**config.mk**
```make
export PLATFORM = sky130hd
export DESIGN_NAME = adma2_descriptor_sequencer
export DESIGN_NICKNAME = d
export VERILOG_FILES = /design/src/rtl/adma2_descriptor_sequencer.sv
export SDC_FILE = /design/constraint.sdc
export NUM_CORES = 1
export LEC_CHECK = 0
export CORE_MARGIN = 3
export CORE_UTILIZATION = 25
export CTS_BUF_LIST = sky130_fd_sc_hd__clkbuf_4
export DETAILED_ROUTE_END_ITERATION = 10
export PLACE_DENSITY = 0.5
export SYNTH_ARGS = -nofsm -noshare
export SYNTH_HDL_FRONTEND = slang
export SYNTH_SLANG_ARGS = --single-unit
```
**constraint.sdc**
```tcl
create_clock -name clk -period 2.7 [get_ports clk]
set_input_delay 0.54 -clock clk [delete_from_list [all_inputs] [get_ports clk]]
set_output_delay 0.54 -clock clk [all_outputs]
set_load 0.01 [all_outputs]
```
**src/rtl/adma2_descriptor_sequencer.sv**
```systemverilog
// ADMA2 descriptor sequencer: walks the descriptor table, issues transfer
// segments to the data mover and raises host-visible status flags.
module adma2_descriptor_sequencer #(
   parameter int unsigned DESC_BYTES    = 12,
   parameter int unsigned FETCH_TIMEOUT = 255
) (
   input  logic        clk,
   input  logic        reset_n,
   input  logic        start,
   input  logic [63:0] Initial_ADMA_System_Address,
   output logic        desc_req,
   output logic [63:0] desc_addr,
   input  logic        desc_ack,
   input  logic [95:0] desc_data,
   output logic        xfer_start,
   output logic [63:0] xfer_addr,
   output logic [16:0] xfer_len,
   input  logic        xfer_done,
   input  logic        xfer_error,
   output logic [63:0] ADMA_System_Address_Register,
   output logic [1:0]  ADMA_Error_State,
   output logic        busy,
   output logic        DMA_Interrupt,
   output logic        ADMA_Error,
   output logic        Transfer_complete,
   input  logic        ack_DMA_Interrupt,
   input  logic        ack_ADMA_Error,
   input  logic        ack_Transfer_complete
);

   // Encodings double as the ADMA_Error_State report values.
   typedef enum logic [1:0] {
      ST_STOP = 2'b00,
      ST_FDS  = 2'b01,
      ST_CADR = 2'b10,
      ST_TFR  = 2'b11
   } state_t;

   localparam logic [63:0] STEP    = 64'(DESC_BYTES);
   localparam logic [7:0]  TMO_MAX = 8'(FETCH_TIMEOUT - 1);

   state_t      state;
   logic [63:0] addr;
   logic [7:0]  tmo;
   logic        d_valid;
   logic        d_end;
   logic        d_int;
   logic [1:0]  d_act;
   logic [63:0] d_addr;

   logic unused;
   assign unused = ^{desc_data[15:6], desc_data[3]};

   assign desc_addr                    = addr;
   assign ADMA_System_Address_Register = addr;
   assign busy                         = (state != ST_STOP);

   always_ff @(posedge clk) begin
      if (!reset_n) begin
         state             <= ST_STOP;
         addr              <= '0;
         tmo               <= '0;
         d_valid           <= 1'b0;
         d_end             <= 1'b0;
         d_int             <= 1'b0;
         d_act             <= 2'b00;
         d_addr            <= '0;
         desc_req          <= 1'b0;
         xfer_start        <= 1'b0;
         xfer_addr         <= '0;
         xfer_len          <= '0;
         ADMA_Error_State  <= 2'b00;
         DMA_Interrupt     <= 1'b0;
         ADMA_Error        <= 1'b0;
         Transfer_complete <= 1'b0;
      end else begin
         xfer_start <= 1'b0;
         // Clears first; any set later in this block overrides them.
         if (ack_DMA_Interrupt)
            DMA_Interrupt <= 1'b0;
         if (ack_Transfer_complete)
            Transfer_complete <= 1'b0;
         if (ack_ADMA_Error) begin
            ADMA_Error       <= 1'b0;
            ADMA_Error_State <= 2'b00;
         end

         unique case (state)
            ST_STOP: begin
               if (start && !ADMA_Error) begin
                  addr     <= Initial_ADMA_System_Address;
                  tmo      <= '0;
                  desc_req <= 1'b1;
                  state    <= ST_FDS;
               end
            end

            ST_FDS: begin
               if (desc_ack) begin
                  desc_req  <= 1'b0;
                  d_valid   <= desc_data[0];
                  d_end     <= desc_data[1];
                  d_int     <= desc_data[2];
                  d_act     <= desc_data[5:4];
                  d_addr    <= desc_data[95:32];
                  xfer_addr <= desc_data[95:32];
                  xfer_len  <= {desc_data[31:16] == 16'd0,
                                desc_data[31:16]};
                  // Issued here so it is seen during ST_CADR.
                  xfer_start <= desc_data[0] &&
                                (desc_data[5:4] == 2'b10);
                  state     <= ST_CADR;
               end else if (tmo == TMO_MAX) begin
                  desc_req         <= 1'b0;
                  ADMA_Error       <= 1'b1;
                  ADMA_Error_State <= ST_FDS;
                  state            <= ST_STOP;
               end else begin
                  tmo <= tmo + 8'd1;
               end
            end

            ST_CADR: begin
               if (!d_valid) begin
                  ADMA_Error       <= 1'b1;
                  ADMA_Error_State <= ST_FDS;
                  state            <= ST_STOP;
               end else if (d_act == 2'b10) begin
                  state <= ST_TFR;
               end else begin
                  if (d_int)
                     DMA_Interrupt <= 1'b1;
                  if (d_end) begin
                     Transfer_complete <= 1'b1;
                     state             <= ST_STOP;
                  end else begin
                     tmo      <= '0;
                     desc_req <= 1'b1;
                     state    <= ST_FDS;
                  end
                  if (d_act == 2'b11) begin
                     if (!d_end)
                        addr <= d_addr;
                  end else begin
                     addr <= addr + STEP;
                  end
               end
            end

            ST_TFR: begin
               if (xfer_error) begin
                  ADMA_Error       <= 1'b1;
                  ADMA_Error_State <= ST_TFR;
                  state            <= ST_STOP;
               end else if (xfer_done) begin
                  addr <= addr + STEP;
                  if (d_int)
                     DMA_Interrupt <= 1'b1;
                  if (d_end) begin
                     Transfer_complete <= 1'b1;
                     state             <= ST_STOP;
                  end else begin
                     tmo      <= '0;
                     desc_req <= 1'b1;
                     state    <= ST_FDS;
                  end
               end
            end

            default: state <= ST_STOP;
         endcase
      end
   end

endmodule

```
==> results.sh <==
export IMPL_cts_sinks=167
export IMPL_syn_nets=1396
export IMPL_setup_ws_ps=163.7
export IMPL_path_max_fanout=5
export IMPL_hold_viol=0
export IMPL_setup_viol=0
export IMPL_ys_ff_latch=167
export IMPL_min_to="d_addr[26]"
export IMPL_cp_arrival_ps=3050
export IMPL_drt_wl_total_um=43220
export IMPL_grt_pass1_vias=10110
export IMPL_die_area_um2=39020
export IMPL_fmaxAchievable_mhz=394.3
export IMPL_final_nets=1726
export IMPL_clk_path_buf_depth=2
export IMPL_ys_warn_count=0
export IMPL_avgSynthCellArea_um2=7.494
export IMPL_dp_hpwl_um=32520
export IMPL_period_share=0.9394
export IMPL_final_util=0.3815
export IMPL_initialDrtViolationCount=707
export IMPL_slowest_stage="dfxtp_1"
export IMPL_total_power_mw=5.966
export IMPL_row_count=69
export IMPL_clkLatencyLatePin_ps=630
export IMPL_slowest_delay_ps=410
export IMPL_outcome="finished, final reports clean"
export IMPL_clockPowerShare=0.249
export IMPL_yosysSeqAreaShare=0.3645
export IMPL_gp_congestion=0.8519
export IMPL_total_leakage_power_nw=4.765
export IMPL_grt_max_degree=88
export IMPL_cts_resized=0
export IMPL_grt_pass1_wl_um=63330
export IMPL_fillers=3770
export IMPL_die_w_um=197.5
export IMPL_hold_buffers=0
export IMPL_core_area_um2=35830
export IMPL_cp_end_kind="register"
export IMPL_htreeDepth=4
export IMPL_drc=0
export IMPL_drive_gt1_frac=0.09700
export IMPL_syn_to_final_growth_pct=49.01
export IMPL_reg2reg_depth=9
export IMPL_drt_first_pass_iters=5
export IMPL_final_antenna_net_count=0
export IMPL_die_height_um=197.5
export IMPL_grt_overflow=0
export IMPL_cts_tree="done"
export IMPL_async_flop_share=0
export IMPL_min_from="desc_data[58]"
export IMPL_antenna_found_initial=4
export IMPL_start_kind="register"
export IMPL_synthFlopType="dfxtp_1"
export IMPL_cts_root_buf="clkbuf_4"
export IMPL_syn_cell_area_um2=9173
export IMPL_fin_tns_setup_ps=0
export IMPL_synth_cell_type_count=82
export IMPL_tightest_slew_ps=527.7
export IMPL_reg2reg_from="ADMA_System_Address_Register[2]"
export IMPL_power_switching_mw=1.982
export IMPL_cts_clk_slew_worst_paths_ps=160
export IMPL_r2r_end="ADMA_System_Address_Register[16]"
export IMPL_setup_worst_path_class="register to register"
export IMPL_holdCritPathClass="primary input to register"
export IMPL_dpl_worst_slack_ps=59.54
export IMPL_finalClockSkew_ps=33.37
export IMPL_drt_vias_per_instance=5.192
export IMPL_startpoint="ADMA_System_Address_Register[2]"
export IMPL_drv_cap=0
export IMPL_r2r_slack_ps=160
export IMPL_peakVddDrop_uv=223.7
export IMPL_p_seq_frac=0.474
export IMPL_grtUsageTotal=0.2130
export IMPL_wl_per_cell_um=21.27
export IMPL_synth_edf_count=0
export IMPL_p_int_mw=3.984
export IMPL_maxSlewHeadroom=0.6482
export IMPL_holdPathStages=3
export IMPL_switching_share=0.3322
export IMPL_cts_buffers=17
export IMPL_cts_setup_buffers=0
export IMPL_start_util=0.2560
export IMPL_slew_violations=0
export IMPL_synth_cells=1224
export IMPL_comb_power_share=0.277
export IMPL_power_density_nw_per_um2=436.5
export IMPL_worstPathCellList="inv_1, ha_1, nand3b_1, buf_4, nor3b_4, and3_1, nand3_1, o31a_1, o32ai_1"
export IMPL_ios=386
export IMPL_cp_required_ps=3210
export IMPL_num_vias=10550
export IMPL_portBuffers=374
export IMPL_min_period_ps=2536
export IMPL_rsz0062_at_grt="no"
-- state kept, by name, summed over array words and instances (netlist names) --
register	cells
ADMA_Error	1
ADMA_Error_State	2
ADMA_System_Address_Register	64
DMA_Interrupt	1
Transfer_complete	1
d_act	2
d_addr	64
d_end	1
d_int	1
d_valid	1
desc_req	1
state	2
tmo	8
xfer_len	17
xfer_start	1
-- cell usage after synthesis (all sizes together), types with 3 or more instances --
cell | n | share of area
mux2i | 5 | 0.0055
and3 | 43 | 0.030
o2bb2ai | 11 | 0.011
a21boi | 4 | 0.0033
o211ai | 25 | 0.021
or3 | 6 | 0.0041
dfxtp | 167 | 0.36
nor2 | 74 | 0.033
o221ai | 3 | 0.0029
and2 | 3 | 0.0020
o32ai | 3 | 0.0029
a21oi | 158 | 0.086
nor2b | 8 | 0.0055
a211oi | 7 | 0.0057
or4 | 7 | 0.0065
a22oi | 10 | 0.0082
o31a | 12 | 0.011
nand3 | 39 | 0.022
inv | 15 | 0.0061
o21ai | 59 | 0.032
o311ai | 9 | 0.0086
a221o | 11 | 0.012
nor4 | 13 | 0.010
o31ai | 6 | 0.0049
nand2 | 257 | 0.11
buf | 87 | 0.065
xnor2 | 6 | 0.0057
and3b | 3 | 0.0029
o22ai | 5 | 0.0034
a31oi | 15 | 0.010
ha | 3 | 0.0041
nand4 | 17 | 0.018
clkbuf | 62 | 0.027
a32o | 6 | 0.0065
nor3 | 21 | 0.012
and4 | 7 | 0.0068
nand2b | 6 | 0.0041
-- stage by stage --
stage          cells  hold WS, ps  area, µm²
2_1_floorplan   1224        436.7       9173
3_5_place_dp    1996        450.2      13400
6_report        2032        437.8      13670
4_1_cts         2028        377.5      13660
3_3_place_gp    1996        441.1      13400
5_1_grt         2031        395.0      13670
-- power groups by stage --
stage / registers (mW) / logic, mW / clock network [mW]
after floorplan: 2.89 / 0.671 / 0
after global placement: 2.87 / 1.65 / 0
after detailed placement: 2.88 / 1.66 / 0
after CTS: 2.83 / 1.66 / 1.54
after global routing: 2.85 / 1.77 / 1.62
final: 2.83 / 1.65 / 1.49
-- critical path: cells and delay by family (launching register included) --
| kind | cells | cell delay, ps |
|---|---|---|
| AND/OR/NAND/NOR | 4 | 940 |
| flip-flops | 1 | 410 |
| buffers and inverters | 2 | 270 |
| adder cells (fa/ha/maj) | 1 | 220 |
| AO/OA/AOI/OAI | 2 | 580 |
-- how the worst max path moves through the flow --
stage | endpoint | cells after the start
floorplan | ADMA_System_Address_Register[48] | 8
global placement | ADMA_System_Address_Register[48] | 8
detailed placement | ADMA_System_Address_Register[2] | 8
CTS | busy | 2
global route | ADMA_System_Address_Register[48] | 8
finish | ADMA_System_Address_Register[16] | 9
-- cell type report --
type	instances	area [µm²]	share of cell area
diodes	4	10.01	0.0007323
clock buffers	20	150.1	0.01098
clock inverters	12	105.1	0.007690
inverters	16	62.56	0.004577
multi-input cells	892	4942	0.3616
flip-flops and latches	167	3344	0.2447
well taps	461	576.8	0.04220
repair buffers	460	4477	0.3275
-- logic make-up (layout without fill, tap and decap cells) --
| logic type | count (synthesis) | in the layout | synth area share |
|---|---|---|---|
| AOI/OAI and AO/OA | 363 | 363 | 0.2485 |
| xor gates and xnor gates | 6 | 6 | 0.005729 |
| buffers and inverters | 165 | 508 | 0.09889 |
| adders and majority gates | 3 | 3 | 0.004093 |
| other | 0 | 4 | 0 |
| and+or+nand+nor | 515 | 515 | 0.2728 |
| muxes | 5 | 5 | 0.005456 |
| DFF | 167 | 167 | 0.3645 |
-- placed cells by master (no fill, tap or decap), drive strengths merged, types with 25 or more instances in the layout --
master           n
and3            43
nor2            74
buf             86
nand3           39
nand2          257
o211ai          25
clkdlybuf4s50  374
dfxtp          167
o21ai           59
a21oi          158
-- per-layer routing --
| layer | global-route usage | wire length (µm) | part of all wire | up-vias |
|---|---|---|---|---|
| li1 | - | - | - | 5000 |
| met1 | 0.2876 | 19510 | 0.45 | 5095 |
| met2 | 0.3455 | 20220 | 0.47 | 415 |
| met3 | 0.04537 | 2859 | 0.066 | 38 |
| met4 | 0.05924 | 613 | 0.014 | 2 |
| met5 | 0 | 13 | 0.00030 | - |
Note: power is estimated with default switching activity, not from simulation.
